## src/rtl/sd_dac_mc.sv

```systemverilog
// Multi-channel first/second-order sigma-delta DAC with a one-frame holding buffer.
// Define SD_DAC_MC_DITHER_EN to add one LSB of LFSR dither per channel.
module sd_dac_mc #(
    parameter int WIDTH    = 16,
    parameter int CHANNELS = 2,
    parameter int OSR_LOG2 = 10
) (
    input  logic                      clk,
    input  logic                      rst_n,
    input  logic [CHANNELS*WIDTH-1:0] s_data,
    input  logic                      s_valid,
    output logic                      s_ready,
    input  logic                      order2,
    output logic [CHANNELS-1:0]       dout,
    output logic                      tick,
    output logic                      underrun
);
    localparam int EW = WIDTH + 3;

    localparam logic [WIDTH-1:0]     MIDSCALE   = {1'b1, {(WIDTH-1){1'b0}}};
    localparam logic signed [EW:0]   V_MAX      = {3'b000, {(WIDTH+1){1'b1}}};
    localparam logic signed [EW:0]   V_MIN      = {3'b111, {(WIDTH+1){1'b0}}};
    localparam logic signed [EW-1:0] Q_THRESH   = {3'b000, 1'b1, {(WIDTH-1){1'b0}}};
    localparam logic signed [EW-1:0] FULL_SCALE = {3'b001, {WIDTH{1'b0}}};

    logic [OSR_LOG2-1:0]       cnt_reg;
    logic                      full_reg;
    logic                      order2_reg;
    logic [CHANNELS*WIDTH-1:0] buf_reg;
    logic                      accept;
    logic                      clear;
    logic [CHANNELS-1:0]       dith;

    assign tick     = (cnt_reg == {OSR_LOG2{1'b1}});
    assign underrun = tick & ~full_reg;
    assign s_ready  = ~full_reg;
    assign accept   = s_valid & ~full_reg;
    // A mode switch restarts every modulator from zero state on the following edge.
    assign clear    = order2 ^ order2_reg;

    always_ff @(posedge clk or negedge rst_n) begin
        if (!rst_n) begin
            cnt_reg    <= '0;
            full_reg   <= 1'b0;
            order2_reg <= 1'b0;
            buf_reg    <= '0;
        end else begin
            cnt_reg    <= cnt_reg + OSR_LOG2'(1);
            order2_reg <= order2;
            if (accept) begin
                buf_reg  <= s_data;
                full_reg <= 1'b1;
            end else if (tick) begin
                full_reg <= 1'b0;
            end
        end
    end

`ifdef SD_DAC_MC_DITHER_EN
    logic [15:0] lfsr_reg;

    always_ff @(posedge clk or negedge rst_n) begin
        if (!rst_n) begin
            lfsr_reg <= 16'hACE1;
        end else if (lfsr_reg[0]) begin
            lfsr_reg <= (lfsr_reg >> 1) ^ 16'hB400;
        end else begin
            lfsr_reg <= lfsr_reg >> 1;
        end
    end

    assign dith = lfsr_reg[CHANNELS-1:0];
`else
    assign dith = '0;
`endif

    for (genvar gi = 0; gi < CHANNELS; gi++) begin : g_ch
        logic [WIDTH-1:0]     act_reg;
        logic [WIDTH-1:0]     acc_reg;
        logic signed [EW-1:0] e1_reg;
        logic signed [EW-1:0] e2_reg;
        logic                 dout_reg;
        logic [WIDTH:0]       sum;
        logic signed [EW:0]   v_raw;
        logic signed [EW-1:0] v_sat;
        logic signed [EW-1:0] e_next;
        logic                 q;

        assign sum = {1'b0, acc_reg} + {1'b0, act_reg} + {{WIDTH{1'b0}}, dith[gi]};

        // One extra bit of headroom so v = x + 2*e1 - e2 never wraps before saturation.
        assign v_raw = $signed({4'b0000, act_reg})
                     + ($signed({e1_reg[EW-1], e1_reg}) <<< 1)
                     - $signed({e2_reg[EW-1], e2_reg})
                     + $signed({{EW{1'b0}}, dith[gi]});

        assign v_sat  = (v_raw > V_MAX) ? V_MAX[EW-1:0] :
                        (v_raw < V_MIN) ? V_MIN[EW-1:0] : v_raw[EW-1:0];
        assign q      = (v_sat >= Q_THRESH);
        assign e_next = q ? (v_sat - FULL_SCALE) : v_sat;

        always_ff @(posedge clk or negedge rst_n) begin
            if (!rst_n) begin
                act_reg  <= MIDSCALE;
                acc_reg  <= '0;
                e1_reg   <= '0;
                e2_reg   <= '0;
                dout_reg <= 1'b0;
            end else begin
                if (tick && full_reg) begin
                    act_reg <= buf_reg[gi*WIDTH +: WIDTH];
                end
                if (clear) begin
                    acc_reg  <= '0;
                    e1_reg   <= '0;
                    e2_reg   <= '0;
                    dout_reg <= 1'b0;
                end else if (order2) begin
                    e2_reg   <= e1_reg;
                    e1_reg   <= e_next;
                    dout_reg <= q;
                end else begin
                    acc_reg  <= sum[WIDTH-1:0];
                    dout_reg <= sum[WIDTH];
                end
            end
        end

        assign dout[gi] = dout_reg;
    end

endmodule

```

## config.mk

```make
export PLATFORM = sky130hd
export DESIGN_NAME = sd_dac_mc
export DESIGN_NICKNAME = d
export VERILOG_FILES = /design/src/rtl/sd_dac_mc.sv
export SDC_FILE = /design/constraint.sdc
export NUM_CORES = 1
export LEC_CHECK = 0
export CORE_UTILIZATION = 58
export CTS_BUF_LIST = sky130_fd_sc_hd__clkbuf_2
export DETAILED_ROUTE_END_ITERATION = 12
export PLACE_DENSITY = 0.86
export SETUP_SLACK_MARGIN = 0.15
export SYNTH_ARGS = -nofsm -noshare
export SYNTH_HDL_FRONTEND = slang
export SYNTH_SLANG_ARGS = --single-unit
```

## constraint.sdc

```tcl
create_clock -name clk -period 3.5 [get_ports clk]
set_input_delay 0.525 -clock clk [delete_from_list [all_inputs] [get_ports clk]]
set_output_delay 0.525 -clock clk [all_outputs]
set_load 0.01 [all_outputs]
```

* Word-level counts from Yosys, hierarchy flattened
Cells that the tools add are included.
Word-level totals: flip-flop bits (word level) 186, output and inout bits 5
Cells by class: $add $sub $neg 9, $lt $le $gt $ge 6, eq/ne operators 2, muxes and demuxes 24, bitwise gates (word level) 4, reductions and logical operators 3
Operators with widths (count):
- $mux W19 | 14
- $mux W16 | 4
- $add A17 B20 Y20 | 2
- $gt A20 B18 Y1 const B | 2
- $lt A20 B18 Y1 const B | 2
- $sub A20 B19 Y20 | 2
- $ge A19 B17 Y1 const B | 2
- $sub A19 B18 Y19 const B | 2
- $add A16 B16 Y17 | 2
- $add A10 B1 Y10 const B | 1
- $eq A10 B10 Y1 const B | 1
- $mux W1 | 6
- $reduce_bool A2 Y1 | 2
- $and A1 B1 Y1 | 2
- $ne A2 B1 Y1 const B | 1
- $logic_and A1 B1 Y1 | 1
- $not A1 Y1 | 1
- $xor A1 B1 Y1 | 1

* Logic depth before layout (Yosys ltp)
depth in word-level cells 9, depth in mapped cells 18, depth with buffers taken out 17

* Worst setup path after synthesis
OpenSTA, ideal clock, no wires.
path type flip-flop to flip-flop, from register g_ch[0].act_reg[1], to register g_ch[0].e1_reg[17], arrival time 3.580 ns, required time 3.396 ns, slack -0.184 ns, stages on the path, launching flop included 15, path buffers 1, clock period less this slack 3.684 ns, path through dfrtp_1 fa_1 ha_1 inv_1 fa_1 nand2b_1 a21oi_1 o21a_1 a21oi_1 a211o_1 buf_2 a21o_1 a22oi_1 ha_1 o311ai_1
Between the ends: cells in the longest elaborated chain, start to end 9, elaborated cells between the ends (all ways) 11, classes of those cells 3 x add/sub; 3 x order compare; 5 x mux
Ends and longest elaborated chain:
- start, declared | line 78 | logic [WIDTH-1:0] act_reg;
- start signal, assigned | line 111 | act_reg <= buf_reg[gi*WIDTH +: WIDTH];
- $add A17 B20 Y20 (*) | line 93 | + ($signed({e1_reg[EW-1], e1_reg}) <<< 1)
- $sub A20 B19 Y20 (*) | line 94 | - $signed({e2_reg[EW-1], e2_reg})
- $lt A20 B18 Y1 | line 98 | (v_raw < V_MIN) ? V_MIN[EW-1:0] : v_raw[EW-1:0];
- $mux W19 | line 98
- $mux W19 (*) | line 97 | assign v_sat = (v_raw > V_MAX) ? V_MAX[EW-1:0] :
- $sub A19 B18 Y19 or $ge A19 B17 Y1 (tied branches) | line 100, 99
- $mux W19 (*) | line 100 | assign e_next = q ? (v_sat - FULL_SCALE) : v_sat;
- $mux W19 (*) | line 118 | end else if (order2) begin
- $mux W19 (*) | line 113 | if (clear) begin
- end signal, assigned | line 120 | e1_reg <= e_next;
- end, declared | line 80 | logic signed [EW-1:0] e1_reg;
Mark *: on every way between the ends. The rest lies on a longest branch, timed or not. The select of a mux whose other input is x is not followed. A chain may end at the register's enable or synchronous reset.

* Final worst setup path
from register g_ch[1].act_reg[8], to register g_ch[1].e1_reg[17]
Between the ends: cells in the longest elaborated chain, start to end 9, elaborated cells between the ends (all ways) 11, classes of those cells 3 x add/sub; 3 x order compare; 5 x mux
Ends and longest elaborated chain (line):
- start, declared | 78
- start signal, assigned | 111
- $add A17 B20 Y20 (*) | 93
- $sub A20 B19 Y20 (*) | 94
- $lt A20 B18 Y1 | 98
- $mux W19 | 98
- $mux W19 (*) | 97
- $sub A19 B18 Y19 or $ge A19 B17 Y1 (tied branches) | 100, 99
- $mux W19 (*) | 100
- $mux W19 (*) | 118
- $mux W19 (*) | 113
- end signal, assigned | 120
- end, declared | 80
Marks and branches as above.

==> impl_metrics.json <==
{
  "drcViolationCount": 0,
  "grt.total_usage": 0.277,
  "cp_top_family": "compound AO/OA/AOI/OAI gates",
  "die-area_mm2": 0.0207,
  "fill_cells": 1180,
  "io_pins": 41,
  "antenna_found_initial": 1,
  "cts.htree.levels": 4,
  "crit_end": "g_ch[1].e1_reg[17]",
  "nNetsFinal": 1463,
  "yosysTopAreaCellShare": 0.394,
  "synth_top_cell_by_area": "dfrtp_1",
  "cts_tree": "done",
  "cts_buffers": 17,
  "slew_headroom": 0.367,
  "clock_sinks": 186,
  "drt_iter0_markers": 1144,
  "start_kind": "flop",
  "r2r_start": "g_ch[1].act_reg[8]",
  "worstSetupPathType": "flop to flop",
  "setup_ws_ns": -0.308,
  "grt_max_degree": 138,
  "synth_ff_type": "dfrtp_1",
  "initial_core_util": 0.596,
  "cts_buffer_depth": 2,
  "ys_types": 76,
  "yosysSeqAreaShare": 0.399,
  "final_util": 0.728,
  "ant_nets": 0,
  "startpoint": "g_ch[1].act_reg[8]",
  "synth.cell_area_mm2": 0.0117,
  "worst_slew_pin_slew_ns": 0.946,
  "place_inst": 1495,
  "finalSetupViolations": 40,
  "clock.fmax_mhz": 263,
  "rows": 51,
  "grt_first_pass_wirelength_um": 44900,
  "failed_checks": "negative setup slack",
  "hpwl_um": 18600,
  "path_cells": "inv_2 > fa_1 > inv_2 > ha_4 > a211oi_4 > a21o_1 > a31oi_4 > o31a_1 > o41a_1 > a211oi_4 > a21oi_2 > ha_1 > o311ai_1",
  "cp.arrival_ns": 4.49,
  "skew_ns": 0.0524,
  "drt_wl_total_um": 33800,
  "core_area_mm2": 0.0196,
  "overflow": 0,
  "rsz0062_at_grt": "yes",
  "r2r_setup_slack_ns": -0.31,
  "die_w_um": 144,
  "cp.depth": 13,
  "cts.clk_slew.worst_paths_ns": 0.30,
  "layout-drive-gt1-share": 0.231,
  "fin_crit_ns": 3.81,
  "cp_slowest_cell": "fa_1",
  "synth_area_leaders": "dfrtp_1 39%, ha_1 8.9%, fa_1 5.8%",
  "cpPeakStageDelay_ns": 0.58,
  "status": "finished, violations left",
  "syn_nets": 1339,
  "syn2layout_area_growth_pct": 22.1,
  "r2r-end": "g_ch[1].e1_reg[17]",
  "preCtsSetupSlack_ns": -0.139,
  "syn_inst": 1186,
  "path_buf_inv": 2,
  "synth-edff-count": 0,
  "cts_root_buffer": "clkbuf_2",
  "hold_violations": 0,
  "die_h_um": 144,
  "viasPerCell": 6.40,
  "grt_pass1_vias": 9109,
  "instances_no_fill": 1589,
  "drv_cap": 0,
  "report.final.slew_viol_count": 0,
  "async_flop_share": 1.00,
  "first_pass_iters": 6,
  "wl_per_cell_um": 21.3,
  "ys_ff_latch": 186,
  "synth_area_per_cell_um2": 9.85,
  "finalCritPeriodShare": 1.09,
  "hp-class": "input port to flop",
  "port-buffer-count": 40,
  "yosysWarnings": 0,
  "crit_path_max_fanout": 4,
  "gp_congestion": 0.939,
  "cp-end-kind": "flop",
  "vias": 10174,
  "reg2regPathDepth": 13,
  "insertion_delay_ns": 0.81,
  "crit_required_ns": 4.18
}
## per-stage QoR
step / hold WS [ns] / setup TNS, ns / area (um^2)
final: 0.302 / -5.63 / 14300
after global routing: 0.282 / -8.30 / 14300
after CTS: 0.268 / -0.000310 / 13400
after detailed placement: 0.329 / -1.89 / 12700
after global placement: 0.330 / -0.0237 / 12700
after floorplan: 0.229 / 0 / 11800
## area by class of cell
cell class	count	area [um^2]	area share
well taps	265	332	0.0233
repair buffers	156	1400	0.0982
diodes	1	2.50	0.000176
clock inverters	14	194	0.0136
clock buffers	18	90.1	0.00632
flip-flops and latches	186	4660	0.327
inverters	143	537	0.0377
multi-input cells	806	7040	0.494
## kinds of logic (layout without fill, tap and decap cells)
family	count (synthesis)	after routing	share of synthesized area
simple gates	273	273	0.107
buf+inv	194	331	0.0646
fa+ha+maj	117	117	0.147
flops	186	186	0.399
other cells	0	1	0
mux	37	37	0.0354
compound gates	316	316	0.198
xor+xnor	63	63	0.0489
## cell usage in the layout, fill, tap and decap left out, drive strengths merged, types with 4 or more instances in the layout
master         instances
clkinv                 6
nand2                139
nand4                  4
o21ai                 71
buf                  112
a211oi                13
o211ai                12
o21a                  10
clkbuf                21
nor3                  10
nand3                 24
nor2                  40
xnor2                 35
clkdlybuf4s50         39
or2                    6
mux2                  34
inv                  145
and3                   7
a221o                 15
nor2b                  4
nand2b                24
bufinv                 4
dfrtp                184
o21bai                 9
o31ai                 38
a22o                  25
a2111oi                5
a21o                  31
a21oi                 43
xor2                  28
fa                    34
ha                    83
a31oi                  4
o311ai                15
## what timing repair did
action,4_1_cts,5_1_grt
cloned,0,2
resized for setup,36,90
pin swaps,23,52
setup endpoints to repair,40,41
hold buffers,2,0
endpoints found under the hold margin,184,0
buffers inserted,26,31
## worst min path at each step
stage	from	end	slack [ns]	cells after the start
floorplan	rst_n	buf_reg[0]	0.23	0
global placement	rst_n	buf_reg[10]	0.33	1
detailed placement	rst_n	buf_reg[10]	0.33	1
CTS	order2	order2_reg	0.27	1
global route	s_data[21]	buf_reg[21]	0.28	2
finish	s_data[21]	buf_reg[21]	0.30	2
## per-layer routing
layer  part of all wire  GRT usage
met1               0.38      0.379
met2               0.48      0.451
met3              0.079     0.0327
met4              0.057      0.104
met5                  0          0
## synth_stat cells (3+ instances only)
cell type and n:
a21oi_1 41, inv_1 143, and2_1 3, o31ai_1 37, or3_1 3, ha_1 83
o21bai_1 9, fa_1 34, buf_2 3, a211oi_1 11, mux2i_1 3, a221o_1 15
nor2_1 40, clkbuf_1 37, mux2_2 34, o41ai_1 3, o21a_1 10, o21ai_0 63
nor2b_1 4, xor2_1 27, nor3_1 9, buf_1 7, or2_2 4, nand2_1 139
o211ai_1 10, a2111oi_0 3, o21ai_1 8, nand3_1 24, a21o_1 31, nand4_1 4
dfrtp_1 184, nand2b_1 24, a22o_1 25, xnor2_1 35, o311ai_1 15, and3_1 6
nor4b_1 3, a31oi_1 3
## worst register-to-register path, delay by kind of cell, from the launching register on
kind | cells | cell delay, ns
AOI/OAI and AO/OA | 8 | 1.96
DFF | 1 | 0.46
adders and majority gates | 3 | 1.12
buffers and inverters | 2 | 0.13
Power is left out: the tool's default activity adds up to more than one toggle a clock period on the data nets, which glitch-free logic cannot reach.
